**config.mk**
```make
export PLATFORM = sky130hd
export DESIGN_NAME = ps2_scancode_rx
export DESIGN_NICKNAME = d
export VERILOG_FILES = /design/src/rtl/ps2_scancode_rx.sv
export SDC_FILE = /design/constraint.sdc
export NUM_CORES = 1
export LEC_CHECK = 0
export ABC_AREA = 1
export CAP_MARGIN = 15
export CORE_UTILIZATION = 25
export CTS_CLUSTER_SIZE = 20
export DETAILED_ROUTE_END_ITERATION = 7
export SYNTH_ARGS = -nofsm -noshare
export SYNTH_HDL_FRONTEND = slang
export SYNTH_SLANG_ARGS = --single-unit
```
**constraint.sdc**
```tcl
create_clock -name CLKi -period 2.74 [get_ports CLKi]
set_input_delay 0.548 -clock CLKi [delete_from_list [all_inputs] [get_ports CLKi]]
set_output_delay 0.548 -clock CLKi [all_outputs]
set_load 0.01 [all_outputs]
```
**src/rtl/ps2_scancode_rx.sv**
```systemverilog
// PS/2 keyboard receiver: synchronises and de-glitches pclk/data, frames 11-bit packets
// and folds E0/F0 prefixes into ext/brk flags on a single key-event strobe.
module ps2_scancode_rx #(
   parameter int unsigned FILTER_LEN  = 4,
   parameter int unsigned TIMEOUT_CYC = 20000
) (
   input  logic       CLKi,
   input  logic       RST,
   input  logic       pclk,
   input  logic       data,
   output logic [7:0] code,
   output logic       code_ext,
   output logic       code_brk,
   output logic       code_vld,
   output logic       frame_err,
   output logic       busy
);

   localparam int unsigned TW = $clog2(TIMEOUT_CYC + 1);

   typedef enum logic [1:0] {IDLE, DATA, PARITY, STOP} state_t;

   logic          pclk_s1, pclk_s2, data_s1, data_s2, pclk_f;
   logic [3:0]    flt_cnt;
   logic          fall;

   state_t        state, state_nx;
   logic [2:0]    bit_cnt, bit_cnt_nx;
   logic [7:0]    shreg, shreg_nx;
   logic          par, par_nx;
   logic [TW-1:0] tcnt, tcnt_nx;
   logic          ext_pend, ext_pend_nx, brk_pend, brk_pend_nx;
   logic [7:0]    code_nx;
   logic          code_ext_nx, code_brk_nx, code_vld_nx, frame_err_nx, busy_nx;

   always_ff @(posedge CLKi or posedge RST) begin
      if (RST) begin
         pclk_s1 <= 1'b1;
         pclk_s2 <= 1'b1;
         data_s1 <= 1'b1;
         data_s2 <= 1'b1;
         pclk_f  <= 1'b1;
         flt_cnt <= '0;
      end else begin
         pclk_s1 <= pclk;
         pclk_s2 <= pclk_s1;
         data_s1 <= data;
         data_s2 <= data_s1;
         if (pclk_s2 != pclk_f) begin
            if (flt_cnt == 4'(FILTER_LEN - 1)) begin
               pclk_f  <= pclk_s2;
               flt_cnt <= '0;
            end else begin
               flt_cnt <= flt_cnt + 4'd1;
            end
         end else begin
            flt_cnt <= '0;
         end
      end
   end

   // Fall event is decoded on the same edge that pclk_f is updated, so the FSM acts in step with it.
   assign fall = pclk_f && !pclk_s2 && (flt_cnt == 4'(FILTER_LEN - 1));

   always_ff @(posedge CLKi or posedge RST) begin
      if (RST) begin
         state     <= IDLE;
         bit_cnt   <= '0;
         shreg     <= '0;
         par       <= 1'b0;
         tcnt      <= '0;
         ext_pend  <= 1'b0;
         brk_pend  <= 1'b0;
         code      <= '0;
         code_ext  <= 1'b0;
         code_brk  <= 1'b0;
         code_vld  <= 1'b0;
         frame_err <= 1'b0;
         busy      <= 1'b0;
      end else begin
         state     <= state_nx;
         bit_cnt   <= bit_cnt_nx;
         shreg     <= shreg_nx;
         par       <= par_nx;
         tcnt      <= tcnt_nx;
         ext_pend  <= ext_pend_nx;
         brk_pend  <= brk_pend_nx;
         code      <= code_nx;
         code_ext  <= code_ext_nx;
         code_brk  <= code_brk_nx;
         code_vld  <= code_vld_nx;
         frame_err <= frame_err_nx;
         busy      <= busy_nx;
      end
   end

   always_comb begin
      state_nx     = state;
      bit_cnt_nx   = bit_cnt;
      shreg_nx     = shreg;
      par_nx       = par;
      tcnt_nx      = tcnt;
      ext_pend_nx  = ext_pend;
      brk_pend_nx  = brk_pend;
      code_nx      = code;
      code_ext_nx  = code_ext;
      code_brk_nx  = code_brk;
      code_vld_nx  = 1'b0;
      frame_err_nx = 1'b0;

      if (fall)
         tcnt_nx = '0;
      else if (state != IDLE)
         tcnt_nx = tcnt + TW'(1);

      if (fall) begin
         case (state)
            IDLE: begin
               if (!data_s2) begin
                  state_nx   = DATA;
                  bit_cnt_nx = '0;
               end
            end
            DATA: begin
               shreg_nx   = {data_s2, shreg[7:1]};
               bit_cnt_nx = bit_cnt + 3'd1;
               if (bit_cnt == 3'd7)
                  state_nx = PARITY;
            end
            PARITY: begin
               par_nx   = data_s2;
               state_nx = STOP;
            end
            STOP: begin
               state_nx = IDLE;
               if (data_s2 && (^{shreg, par})) begin
                  if (shreg == 8'hE0) begin
                     ext_pend_nx = 1'b1;
                  end else if (shreg == 8'hF0) begin
                     brk_pend_nx = 1'b1;
                  end else begin
                     code_nx     = shreg;
                     code_ext_nx = ext_pend;
                     code_brk_nx = brk_pend;
                     code_vld_nx = 1'b1;
                     ext_pend_nx = 1'b0;
                     brk_pend_nx = 1'b0;
                  end
               end else begin
                  frame_err_nx = 1'b1;
                  ext_pend_nx  = 1'b0;
                  brk_pend_nx  = 1'b0;
               end
            end
            default: state_nx = IDLE;
         endcase
      end else if ((state != IDLE) && (tcnt == TW'(TIMEOUT_CYC - 1))) begin
         state_nx     = IDLE;
         tcnt_nx      = '0;
         frame_err_nx = 1'b1;
         ext_pend_nx  = 1'b0;
         brk_pend_nx  = 1'b0;
      end

      busy_nx = (state_nx != IDLE);
   end

endmodule

```
Word-level counts from Yosys, hierarchy flattened:

Index checks and enable logic that the tools add are counted.

* flip-flop bits (word level): 53
* logic and storage cells: 88

* bitwise gates (word level): 2
* add/sub/neg operators: 3
* equal/unequal tests: 13
* mux-type cells: 33
* reduce and logical (&&, ||, !) cells: 18

Operators by type and width (number)
* 15-bit 2-to-1 mux: 4
* 1-bit 2-to-1 mux: 20
* 8-bit == test, second input constant: 2
* 15-bit by 1-bit adder with 15-bit output, second input constant: 1
* 15-bit == test, second input constant: 1
* 3-bit AND reduction: 3
* 9-bit XOR reduction: 1
* 2-bit 2-to-1 mux: 4
* 4-bit 2-to-1 mux: 2
* 2-bit one-hot mux with 4 select lines: 1
* 2-bit nonzero test: 4
* 3-bit one-hot mux with 2 select lines: 1
* 2-bit AND reduction: 3
* 5-bit AND reduction: 1
* 4-bit by 1-bit adder with 4-bit output, second input constant: 1
* 2-bit == test, second input constant: 2
* 4-bit by 2-bit == test with 1-bit output, second input constant: 1
* 1-bit logical AND: 4
* 4-bit != test, second input constant: 1
* 3-bit by 1-bit adder with 3-bit output, second input constant: 1
* 3-bit == test, second input constant: 1
* 3-bit 2-to-1 mux: 1
* 3-bit != test, second input constant: 1
* 2-bit by 1-bit == test with 1-bit output, second input constant: 1
* 6 further kinds: 7

Depth between registers and ports, before layout:

* depth in word-level cells: 6
* depth in mapped cells: 13

Worst setup path after synthesis:

Ideal clock, no wire load.

* path kind: register -> register
* from: register flt_cnt[0]
* to: register code[0]
* data arrival time: 1.412 ns
* buffers on the path: 1
* setup time: 0.117 ns
* required time: 2.623 ns
* stages on the path, launching flop included: 10
* period minus slack after synthesis: 1.528 ns
* setup slack: 1.212 ns
* cells stage by stage: dfrtp_1 -> ha_1 -> nand2_1 -> nor2_2 -> nand2_2 -> nor2_1 -> nand4_4 -> buf_6 -> nand2_1 -> nand2_1

* longest elaborated chain between the ends: 3

Ends and longest elaborated chain
* from (decl): line 24 `logic [3:0] flt_cnt;`
* from (signal assigned): line 54 `flt_cnt <= flt_cnt + 4'd1;`
* 4-bit by 2-bit == test with 1-bit output: line 63 `assign fall = pclk_f && !pclk_s2 && (flt_cnt == 4'(FILTER_LEN - 1));`
* 1-bit logical AND: line 63
* 5-bit AND reduction (no source line)
* to (signal assigned): line 88 `code <= code_nx;`
* to (decl): line 11 `output logic [7:0] code,`

No other way between the ends.
A chain may end at the register's enable or synchronous reset.

Final worst setup path:

* from: register flt_cnt[0]
* to: register shreg[0]

* longest elaborated chain between the ends: 3

Ends and longest elaborated chain
* 4-bit by 2-bit == test with 1-bit output: line 63
* 1-bit logical AND: line 63
* 2-bit AND reduction (no source line)
* to (signal assigned): line 83 `shreg <= shreg_nx;`
* to (decl): line 29 `logic [7:0] shreg, shreg_nx;`

No other way between the ends.

==> flow_summary.toml <==
[critical_path]
criticalPathCategory = "register to register"
cp_max_fo = 15
cp.required_ps = 2950
rrSetupSlack_ps = 710
cp_data_arrival_time_ps = 2240
critPathLaunchType = "register"
cp-end-kind = "register"

[sta]
slew_headroom_pct = 63.61
fin_ws_ps = 705.7
clock-skew-final_ps = 8.084
post-route-min-period_ps = 2034
fmax_mhz = 491.6
slew_violations = 0
setup_viol = 0
hold_viol_final = 0
finalCritPeriodShare_pct = 74.24
worst_pin_slew_ps = 545.1
rsz0062_at_grt = "false"
setup_tns_ps = 0

[floorplanning]
dieArea_mm2 = 0.01094
die_w_um = 104.6
fp.coreArea_mm2 = 0.01028
start_util_pct = 25.60
rows = 37
die_h_um = 104.6
ios = 17

[global_routing]
grt_pass1_vias = 1887
antenna_found_initial = 0
overflow = 0
grt_start_max_net_pins = 28
grt_usage_pct = 9.593
grt_pass1_wl_um = 8597

[synthesis]
synth_top_area_share_pct = 45.65
synth_area_leaders = "dfrtp_1, nand2_1, dfstp_2, nor2_1, inv_1"
synthArstFlopShare_pct = 100.0
synth_area_leader_cell = "dfrtp_1"
synthMuxAreaShare_pct = 0.4280
syn_avg_cell_area_um2 = 8.800
ys_seq_elements = 53
synth_top_family_by_area = "simple AND/OR/NAND/NOR gates"
synth_most_common_cell = "nand2_1"
syn_inst = 299
synth_fa_ha_area_share_pct = 2.378
synth_nets = 308
synth_xor_area_share_pct = 4.660
ys.flop_type = "dfrtp_1"
synthSimpleGateAreaFrac_pct = 28.20
synth-compound-area-share_pct = 6.895
synth_edf_count = 0
yosys_warnings = 0
synth_cell_type_count = 37
ys_seq_area_share_pct = 50.64
synth_area_mm2 = 0.002631
yosys-top-cells-count = "nand2_1, dfrtp_1, nor2_1"

[placement]
port_buffers = 16
hpwl_um = 3565
pre_cts_ws_ps = 704.0
place_congestion = 0.7927
placed_cells = 447

[route]
drc = 0
wl_per_cell_um = 10.36
first_pass_iters = 4
drtIter0Drc = 97
viasPerCell = 4.235
vias = 1927
wirelength_um = 4712
ant_nets = 0

[power]
vdd_drop_max_uv = 225.8
intPower_mw = 1.181
pwr-share-comb_pct = 16.4
swShare_pct = 29.48
seq_power_share_pct = 55.2
power.leakage_nw = 1.436
p_sw_mw = 0.4935
powerDensity_mw_per_mm2 = 552.6
power_frac_clock_pct = 28.5

[cts]
cts_buffer_depth = 2
cts_htree_levels = 2
cts_resized = 0
holdBufCountCts = 0
cts.sinks = 53
numCtsBuffers = 5
cts_setup_buffers = 0
clock_latency_ps = 310
cts-root-buf = "clkbuf_8"
cts_tree = "built"
clkSlewWorstSetupHoldPaths_ps = 100

[cells_and_area]
area_delta_synth_final_pct = 15.12
antennaDiodeCount = 0
final_cell_count_no_fill = 455
drive_gt1_share_pct = 14.73
nNetsFinal = 327

[job]
drv_cap = 0

[status]
status = "complete, no violations"

[min_path]
hold_path_class = "register to register"
[critical path, cell delays in order, from the launching register on]
cell and delay [ps]:
dfrtp_1 380, ha_1 180, nand2_1 90, nor2_2 120
nand2_2 120, inv_1 290, nand2_1 370, mux2_2 370
[cells by family (layout without fill, tap and decap cells)]
kind of cell | count (synthesis) | after routing
buf+inv | 41 | 61
fa+ha+maj | 5 | 5
simple gates | 157 | 157
compound gates | 28 | 28
xor+xnor | 14 | 14
mux | 1 | 1
flops | 53 | 53
[layout by cell type, fill, tap and decap left out, types with 3 or more instances in the layout]
cell type and count:
inv_2 6, nand2_1 78, nor2_1 32, nand3_1 19, o21ai_0 13, dfrtp_1 48
o21ai_2 6, xor2_1 11, clkdlybuf4s50_1 16, nor3_1 7, nor2_2 3, nand2_2 5
xnor2_1 3, a21oi_1 4, dfstp_2 5, inv_1 27, clkbuf_8 6, ha_1 5
[state kept, by name, summed over array words and instances (netlist names), 2 cells and up]
signal	count
shreg	8
state	2
tcnt	15
bit_cnt	3
flt_cnt	4
code	8
[layer usage]
layer	part of all wire (%)	GRT usage, %	wire (µm)	up-vias
li1	-	-	-	989
met1	50	12.95	2342	909
met2	47	15.42	2198	23
met3	2.6	2.183	122	6
met4	1.0	2.616	49	0
met5	0	0	0	-
[cell type report]
type                       count  area [µm²]
multi-input combinational    205        1120
inverter                      35       131.4
sequential                    53        1333
tap                          136       170.2
clock inverter                 2       17.52
fill                        1102        7248
clock buffer                   6       82.58
timing repair buffer          18       175.2
[path summary, 6_finish.rpt]
check / startpoint / cells after the start / end
max in group asynchronous: RST / 3 / tcnt[8]$_DFF_PP0_
worst min-delay path: data_s1$_DFF_PP1_ / 0 / data_s2$_DFF_PP1_
worst max-delay path: flt_cnt[0]$_DFF_PP0_ / 7 / shreg[0]$_DFFE_PP0P_
min in group asynchronous: RST / 2 / shreg[3]$_DFFE_PP0P_
worst min register to register: data_s1$_DFF_PP1_ / 0 / data_s2$_DFF_PP1_
worst max register to register: flt_cnt[0]$_DFF_PP0_ / 7 / shreg[0]$_DFFE_PP0P_
[power by group through the flow]
stage                     combinational (mW)  clock (mW)  sequential (mW)
after floorplan                        0.210           0            0.927
final                                  0.274       0.477            0.923
after global routing                   0.317       0.529            0.931
after global placement                 0.268           0            0.934
after CTS                              0.279       0.497            0.922
after detailed placement               0.278           0            0.937
[per-stage QoR]
stage                     total power, mW  hold WS, ps  cell area, µm²  util, %
final                               1.674        361.5            3029    29.47
after global routing                1.777        366.6            3029    29.47
after CTS                           1.697        363.2            3029    29.47
after detailed placement            1.214        348.1            2929    28.50
after global placement              1.202        350.1            2929    28.50
after floorplan                     1.137        345.2            2631        -
Note: power is estimated with default switching activity, not from simulation.
